**src/rtl/bus_pkg.sv**
```systemverilog
// Shared definitions for the bus_slave_buf result buffer.
//   - register offsets within the 16-word decode window
//   - CTRL / STATUS bit positions
//   - fill-state FSM encoding and a debug snapshot struct
package bus_pkg;

  localparam logic [3:0] DATA_BASE  = 4'h0;
  localparam logic [3:0] COUNT_OFS  = 4'h8;
  localparam logic [3:0] CTRL_OFS   = 4'h9;
  localparam logic [3:0] STATUS_OFS = 4'hA;

  localparam int CTRL_INT_EN   = 0;
  localparam int CTRL_SOFT_CLR = 1;

  localparam int STAT_FULL = 0;
  localparam int STAT_PEND = 1;

  typedef enum logic [1:0] {
    ST_EMPTY   = 2'b00,
    ST_FILLING = 2'b01,
    ST_FULL    = 2'b10
  } buf_state_e;

  // Snapshot of the control state, kept together so checkers can bind to it.
  typedef struct packed {
    buf_state_e  state;
    logic [3:0]  count;
    logic        pending;
    logic        int_en;
  } buf_dbg_t;

endpackage

```
**src/rtl/slave_buf_ram.sv**
```systemverilog
// Result storage: DEPTH x DATA_W register array.
//   clk, rst_n : clock, asynchronous active-low reset (clears every entry)
//   we, waddr, wdata : single write port, written on the rising edge
//   raddr, rdata     : combinational read port
module slave_buf_ram #(
  parameter int DEPTH  = 8,
  parameter int DATA_W = 32,
  parameter int IDX_W  = 3
) (
  input  logic              clk,
  input  logic              rst_n,
  input  logic              we,
  input  logic [IDX_W-1:0]  waddr,
  input  logic [DATA_W-1:0] wdata,
  input  logic [IDX_W-1:0]  raddr,
  output logic [DATA_W-1:0] rdata
);

  logic [DATA_W-1:0] mem [DEPTH];

  always_ff @(posedge clk or negedge rst_n) begin
    if (!rst_n) begin
      for (int i = 0; i < DEPTH; i++) begin
        mem[i] <= '0;
      end
    end else if (we) begin
      mem[waddr] <= wdata;
    end
  end

  assign rdata = mem[raddr];

endmodule

```
**src/rtl/bus_slave_buf.sv**
```systemverilog
// Bus slave that collects the master's write stream into a small result
// buffer, tracks the fill level and interrupts the host when it is full.
//
// Ports:
//   clk, reset_n  : clock (rising edge), asynchronous active-low reset
//   S_sel, S_wr   : access strobe and direction (1 = write)
//   S_address     : word offset, only [3:0] decoded
//   S_din         : write data
//   op_clear      : synchronous clear of count / state / pending
//   S_dout        : registered read data, 0 when no read was taken
//   s_interrupt   : pending & int_en
//   s_full        : buffer is in the FULL state
//
// Bus handshake: an access happens at every rising edge where S_sel is 1.
// There is no ready/stall; the slave always accepts with zero wait states,
// and read data appears on S_dout for exactly the one cycle after the edge
// that sampled the read.
module bus_slave_buf
  import bus_pkg::*;
#(
  parameter int DEPTH  = 8,
  parameter int DATA_W = 32,
  parameter int ADDR_W = 8
) (
  input  logic              clk,
  input  logic              reset_n,
  input  logic              S_sel,
  input  logic              S_wr,
  input  logic [ADDR_W-1:0] S_address,
  input  logic [DATA_W-1:0] S_din,
  input  logic              op_clear,
  output logic [DATA_W-1:0] S_dout,
  output logic              s_interrupt,
  output logic              s_full
);

  localparam int         IDX_W   = (DEPTH > 1) ? $clog2(DEPTH) : 1;
  localparam logic [3:0] CNT_MAX = 4'(DEPTH);

  logic [3:0]        offset;
  logic              wr_acc, rd_acc;
  logic              data_hit, data_we, ctrl_we, status_we, clear;
  logic [DATA_W-1:0] ram_rdata;
  logic [DATA_W-1:0] rd_val;

  buf_state_e state, state_nxt;
  logic [3:0] count, count_nxt;
  logic       pending, pending_nxt;
  logic       int_en;
  buf_dbg_t   fsm_dbg;

  assign offset    = S_address[3:0];
  assign wr_acc    = S_sel & S_wr;
  assign rd_acc    = S_sel & ~S_wr;
  assign data_hit  = (offset < CNT_MAX);
  assign data_we   = wr_acc & data_hit;
  assign ctrl_we   = wr_acc & (offset == CTRL_OFS);
  assign status_we = wr_acc & (offset == STATUS_OFS);
  // A soft clear through CTRL behaves exactly like the op_clear pin.
  assign clear     = op_clear | (ctrl_we & S_din[CTRL_SOFT_CLR]);

  slave_buf_ram #(
    .DEPTH  (DEPTH),
    .DATA_W (DATA_W),
    .IDX_W  (IDX_W)
  ) u_ram (
    .clk   (clk),
    .rst_n (reset_n),
    .we    (data_we),
    .waddr (offset[IDX_W-1:0]),
    .wdata (S_din),
    .raddr (offset[IDX_W-1:0]),
    .rdata (ram_rdata)
  );

  always_ff @(posedge clk or negedge reset_n) begin
    if (!reset_n) begin
      state   <= ST_EMPTY;
      count   <= '0;
      pending <= 1'b0;
    end else begin
      state   <= state_nxt;
      count   <= count_nxt;
      pending <= pending_nxt;
    end
  end

  // Clear wins over a simultaneous data write: the data still lands in the
  // RAM (data_we is independent of clear) but the bookkeeping restarts.
  always_comb begin
    state_nxt   = state;
    count_nxt   = count;
    pending_nxt = pending;
    if (clear) begin
      state_nxt   = ST_EMPTY;
      count_nxt   = '0;
      pending_nxt = 1'b0;
    end else begin
      // Count saturates; writes past full still overwrite data.
      if (data_we && (count != CNT_MAX)) begin
        count_nxt = count + 4'd1;
      end
      case (state)
        ST_EMPTY: begin
          if (data_we) begin
            if (count_nxt == CNT_MAX) begin
              state_nxt   = ST_FULL;
              pending_nxt = 1'b1;
            end else begin
              state_nxt = ST_FILLING;
            end
          end
        end
        ST_FILLING: begin
          if (data_we && (count_nxt == CNT_MAX)) begin
            state_nxt   = ST_FULL;
            pending_nxt = 1'b1;
          end
        end
        ST_FULL: begin
          state_nxt = ST_FULL;
        end
        default: begin
          state_nxt = ST_EMPTY;
        end
      endcase
      if (status_we && S_din[STAT_PEND]) begin
        pending_nxt = 1'b0;
      end
    end
  end

  // int_en survives clears; a CTRL write always loads it from bit 0.
  always_ff @(posedge clk or negedge reset_n) begin
    if (!reset_n) begin
      int_en <= 1'b0;
    end else if (ctrl_we) begin
      int_en <= S_din[CTRL_INT_EN];
    end
  end

  always_comb begin
    rd_val = '0;
    if (data_hit) begin
      rd_val = ram_rdata;
    end else begin
      case (offset)
        COUNT_OFS:  rd_val[3:0]        = count;
        CTRL_OFS:   rd_val[CTRL_INT_EN] = int_en;
        STATUS_OFS: begin
          rd_val[STAT_FULL] = s_full;
          rd_val[STAT_PEND] = pending;
        end
        default:    rd_val = '0;
      endcase
    end
  end

  always_ff @(posedge clk or negedge reset_n) begin
    if (!reset_n) begin
      S_dout <= '0;
    end else begin
      S_dout <= rd_acc ? rd_val : '0;
    end
  end

  assign s_full      = (state == ST_FULL);
  assign s_interrupt = pending & int_en;

  assign fsm_dbg = '{state: state, count: count, pending: pending, int_en: int_en};

  // Upper address bits are outside the decode window; the debug snapshot is
  // only observed by external checkers.
  logic unused_bits;
  assign unused_bits = ^{S_address[ADDR_W-1:4], fsm_dbg};

endmodule

```
**config.mk**
```make
export PLATFORM = sky130hd
export DESIGN_NAME = bus_slave_buf
export DESIGN_NICKNAME = d
export VERILOG_FILES = /design/src/rtl/bus_pkg.sv /design/src/rtl/slave_buf_ram.sv /design/src/rtl/bus_slave_buf.sv
export SDC_FILE = /design/constraint.sdc
export NUM_CORES = 1
export LEC_CHECK = 0
export CAP_MARGIN = 15
export CORE_ASPECT_RATIO = 0.6
export CORE_MARGIN = 2
export CORE_UTILIZATION = 35
export CTS_CLUSTER_SIZE = 8
export DETAILED_ROUTE_END_ITERATION = 8
export GPL_TIMING_DRIVEN = 0
export SYNTH_ARGS = -nofsm -noshare
export SYNTH_HDL_FRONTEND = slang
export SYNTH_HIERARCHICAL = 1
export SYNTH_SLANG_ARGS = --single-unit
```
**constraint.sdc**
```tcl
create_clock -name clk -period 2.4 [get_ports clk]
set_clock_uncertainty 0.15 [all_clocks]
set_input_delay 0.36 -clock clk [delete_from_list [all_inputs] [get_ports clk]]
set_output_delay 0.36 -clock clk [all_outputs]
set_load 0.05 [all_outputs]
```
==> results.sh <==
export IMPL_hold_start="S_address[0]"
export IMPL_synth_yosys_warnings=6
export IMPL_drtIter0Drc=449
export IMPL_tns_ps=0
export IMPL_mappedNetlistArea_um2=13400
export IMPL_postSynth_asyncResetShare_pct=100
export IMPL_synth_cells_most_frequent="296 x sky130_fd_sc_hd__dfrtp_1, 280 x sky130_fd_sc_hd__mux2_2, 40 x sky130_fd_sc_hd__mux4_1"
export IMPL_numPortBuffers=73
export IMPL_cts_root_buf="sky130_fd_sc_hd__clkbuf_16"
export IMPL_clock_tree_from_tritoncts="built"
export IMPL_total_power_consumption_mw=13.4
export IMPL_drt_total_wl_um=30900
export IMPL_dieArea_um2=39800
export IMPL_ir_drop_v=0.000387
export IMPL_reg2reg_depth=8
export IMPL_end_kind="flip-flop"
export IMPL_synthDominantAreaCellType="sky130_fd_sc_hd__dfrtp_1"
export IMPL_timing_hold_violations_final=0
export IMPL_ant_nets=0
export IMPL_antenna_found_initial=1
export IMPL_worst_setup_path_start_kind="primary input"
export IMPL_final_max_slew_violation_count=0
export IMPL_placement_setup_worst_slack_ps=-873
export IMPL_core_um2=37600
export IMPL_die_height_um=155
export IMPL_cp_max_fo=10
export IMPL_synthMostInstantiatedCell="sky130_fd_sc_hd__dfrtp_1"
export IMPL_cellLeakagePower_nw=7.22
export IMPL_first_global_vias=7939
export IMPL_fin_crit_sh_pct=95.7
export IMPL_ctsLongestPathBuffers=3
export IMPL_reg2reg_to="state[1]$_DFFE_PN0P_"
export IMPL_first_pass_iters=4
export IMPL_syn_nets=862
export IMPL_initial_utilization_pct=35.5
export IMPL_finalSetupViolCount=0
export IMPL_drc_violations=0
export IMPL_detailedPlacementHpwl_um=19900
export IMPL_hold_path_cell_count=3
export IMPL_detail_route_vias_per_cell=5.13
export IMPL_max_slew_worst_pin_slew_ps=631
export IMPL_powerDensity_nw_per_um2=842
export IMPL_total_nets_final=984
export IMPL_critical_path_required_ps=2650
export IMPL_result_of_the_run="finished clean"
export IMPL_syn_area_per_cell_um2=16.5
export IMPL_routed_wire_length_per_instance_um=21.4
export IMPL_ctsHtreeMaxLevel=2
export IMPL_gp_congestion=0.778
export IMPL_postSynthCellCount=811
export IMPL_grt_first_pass_wirelength_um=48700
export IMPL_globalRouteTotalUtil_pct=16.0
export IMPL_achievable_frequency_mhz=435
export IMPL_grt_ovfl_total=0
export IMPL_top_level_ports=79
export IMPL_reg2reg_from="count[0]$_DFF_PN0_"
export IMPL_floorplan_rows=55
export IMPL_via_total_after_detailed_routing=7415
export IMPL_critical_path_class="primary input to flip-flop"
export IMPL_count_of_different_cell_masters_after_synthesis=46
export IMPL_critPathArrivalTime_ps=2540
export IMPL_worst_r2r_setup_slack_ps=220
export IMPL_area_delta_synth_final_pct=19.4
export IMPL_grt_start_max_net_pins=121
export IMPL_synth_seq_cells=296
export IMPL_post_route_worst_setup_slack_ps=103
export IMPL_ys_flop_type="sky130_fd_sc_hd__dfrtp_1"
export IMPL_worst_hold_path_ep="int_en$_DFFE_PN0N_"
export IMPL_netlist_area_leader_share_pct=55.4
export IMPL_clkSinkCount=296
export IMPL_synth_edf_count=0
export IMPL_insertion_delay_ps=530
export IMPL_finalCriticalPeriod_ps=2300
export IMPL_sequential_share_of_the_synthesized_area_pct=55.4
export IMPL_antenna_cells=0
export IMPL_fillerInstances=3395
export IMPL_drive_above_1_share_pct=44.5
export IMPL_synthTopCellsByArea="sky130_fd_sc_hd__dfrtp_1 55%, sky130_fd_sc_hd__mux2_2 24%, sky130_fd_sc_hd__mux4_1 7.9%"
export IMPL_die_width_um=256
export IMPL_tritoncts_num_buffers=42
export IMPL_tightest_slew_margin_relative_to_the_limit_pct=57.9
export IMPL_timing_max_cap_violations=0
export IMPL_min_delay_worst_type="primary input to flip-flop"
export IMPL_cts_reportedPaths_clkPinSlew_ps=50
export IMPL_rsz0062_at_grt="false"
==> routing by layer <==
| layer | vias up | wire length (µm) | global-route usage, % |
|---|---|---|---|
| li1 | 3281 | - | - |
| met1 | 3972 | 15900 | 24.3 |
| met2 | 115 | 13100 | 23.3 |
| met3 | 45 | 1460 | 3.31 |
| met4 | 2 | 524 | 4.12 |
| met5 | - | 13 | 0 |
==> worst max path at each step <==
stage | endpoint | slack [ps] | from | cells after the start
after floorplan | u_ram/mem[161]$_DFFE_PN0P_ | 380 | S_address[3] | 7
after global routing | u_ram/mem[252]$_DFFE_PN0P_ | 6 | S_address[3] | 7
after CTS | u_ram/mem[174]$_DFFE_PN0P_ | 30 | S_address[3] | 8
final | S_dout[3]$_DFF_PN0_ | 100 | S_address[2] | 7
after global placement | S_dout[19]$_DFF_PN0_ | -12300 | reset_n | 1
after detailed placement | S_dout[3]$_DFF_PN0_ | -870 | S_address[1] | 6
==> repair_timing <==
action	CTS	global route
hold endpoints to repair	57	0
buffers inserted	0	1
endpoints found under the setup margin	34	132
hold buffers	1	0
resized for setup	10	13
==> flip-flops by register name (all words and copies together), names as in the netlist <==
| signal | cells |
|---|---|
| int_en | 1 |
| S_dout | 32 |
| state | 2 |
| u_ram/mem | 256 |
| count | 4 |
| pending | 1 |
==> report_power, final <==
group	switching (mW)	total (mW)	internal, mW
Sequential	0.409	6.28	5.87
Combinational	0.747	1.99	1.24
Clock	2.03	5.16	3.12
==> worst max-delay path, stage by stage <==
cell and delay, ps:
sky130_fd_sc_hd__clkdlybuf4s50_1 670, sky130_fd_sc_hd__clkbuf_4 310, sky130_fd_sc_hd__buf_4 270, sky130_fd_sc_hd__mux4_1 300, sky130_fd_sc_hd__mux2_2 310, sky130_fd_sc_hd__a22oi_1 240
sky130_fd_sc_hd__nor2_1 70
==> layout make-up <==
| type | count | area (µm²) | share of cell area (%) |
|---|---|---|---|
| clock buffers | 43 | 1080 | 6.75 |
| clock inverters | 1 | 8.76 | 0.0549 |
| multi-input cells | 456 | 5610 | 35.2 |
| flip-flops and latches | 296 | 7410 | 46.4 |
| inverters | 7 | 26.3 | 0.165 |
| plain buffers | 52 | 355 | 2.23 |
| well taps | 513 | 642 | 4.02 |
| repair buffers | 78 | 821 | 5.15 |
==> logic make-up (layout without fill, tap and decap cells) <==
group / count (synthesis) / count (layout) / share of synthesized area (%)
multiplexers: 355 / 355 / 36.4
flip-flops: 296 / 296 / 55.4
AND/OR/NAND/NOR: 73 / 73 / 3.59
AO/OA/AOI/OAI: 19 / 19 / 1.19
adder cells (fa/ha/maj): 6 / 6 / 0.562
buffers and inverters: 59 / 181 / 2.62
XOR/XNOR: 3 / 3 / 0.197
==> layout by cell type, fill, tap and decap left out, types with 6 or more instances in the layout <==
| cell type | synthesis | layout |
|---|---|---|
| sky130_fd_sc_hd__buf_4 | 12 | 14 |
| sky130_fd_sc_hd__clkbuf_16 | 0 | 43 |
| sky130_fd_sc_hd__buf_2 | 22 | 23 |
| sky130_fd_sc_hd__mux4_1 | 40 | 40 |
| sky130_fd_sc_hd__clkdlybuf4s50_1 | 0 | 69 |
| sky130_fd_sc_hd__mux4_2 | 24 | 24 |
| sky130_fd_sc_hd__and2_1 | 29 | 29 |
| sky130_fd_sc_hd__nand2b_1 | 6 | 6 |
| sky130_fd_sc_hd__mux2_1 | 9 | 9 |
| sky130_fd_sc_hd__inv_1 | 6 | 6 |
| sky130_fd_sc_hd__nor2_1 | 12 | 11 |
| sky130_fd_sc_hd__dfrtp_1 | 296 | 296 |
| sky130_fd_sc_hd__buf_6 | 7 | 11 |
| sky130_fd_sc_hd__mux2_2 | 280 | 280 |
| sky130_fd_sc_hd__ha_1 | 6 | 6 |
==> metrics by stage <==
step / instance area, µm² / utilization, % / hold WS [ps] / instances
after floorplan: 13400 / - / -85.6 / 811
after global placement: 14700 / 39.1 / 311 / 1397
after detailed placement: 14800 / 39.3 / 197 / 1400
after CTS: 15900 / 42.3 / 167 / 1445
after global routing: 16000 / 42.4 / 200 / 1446
final: 16000 / 42.4 / 195 / 1446
(Power assumes the default switching activity.)
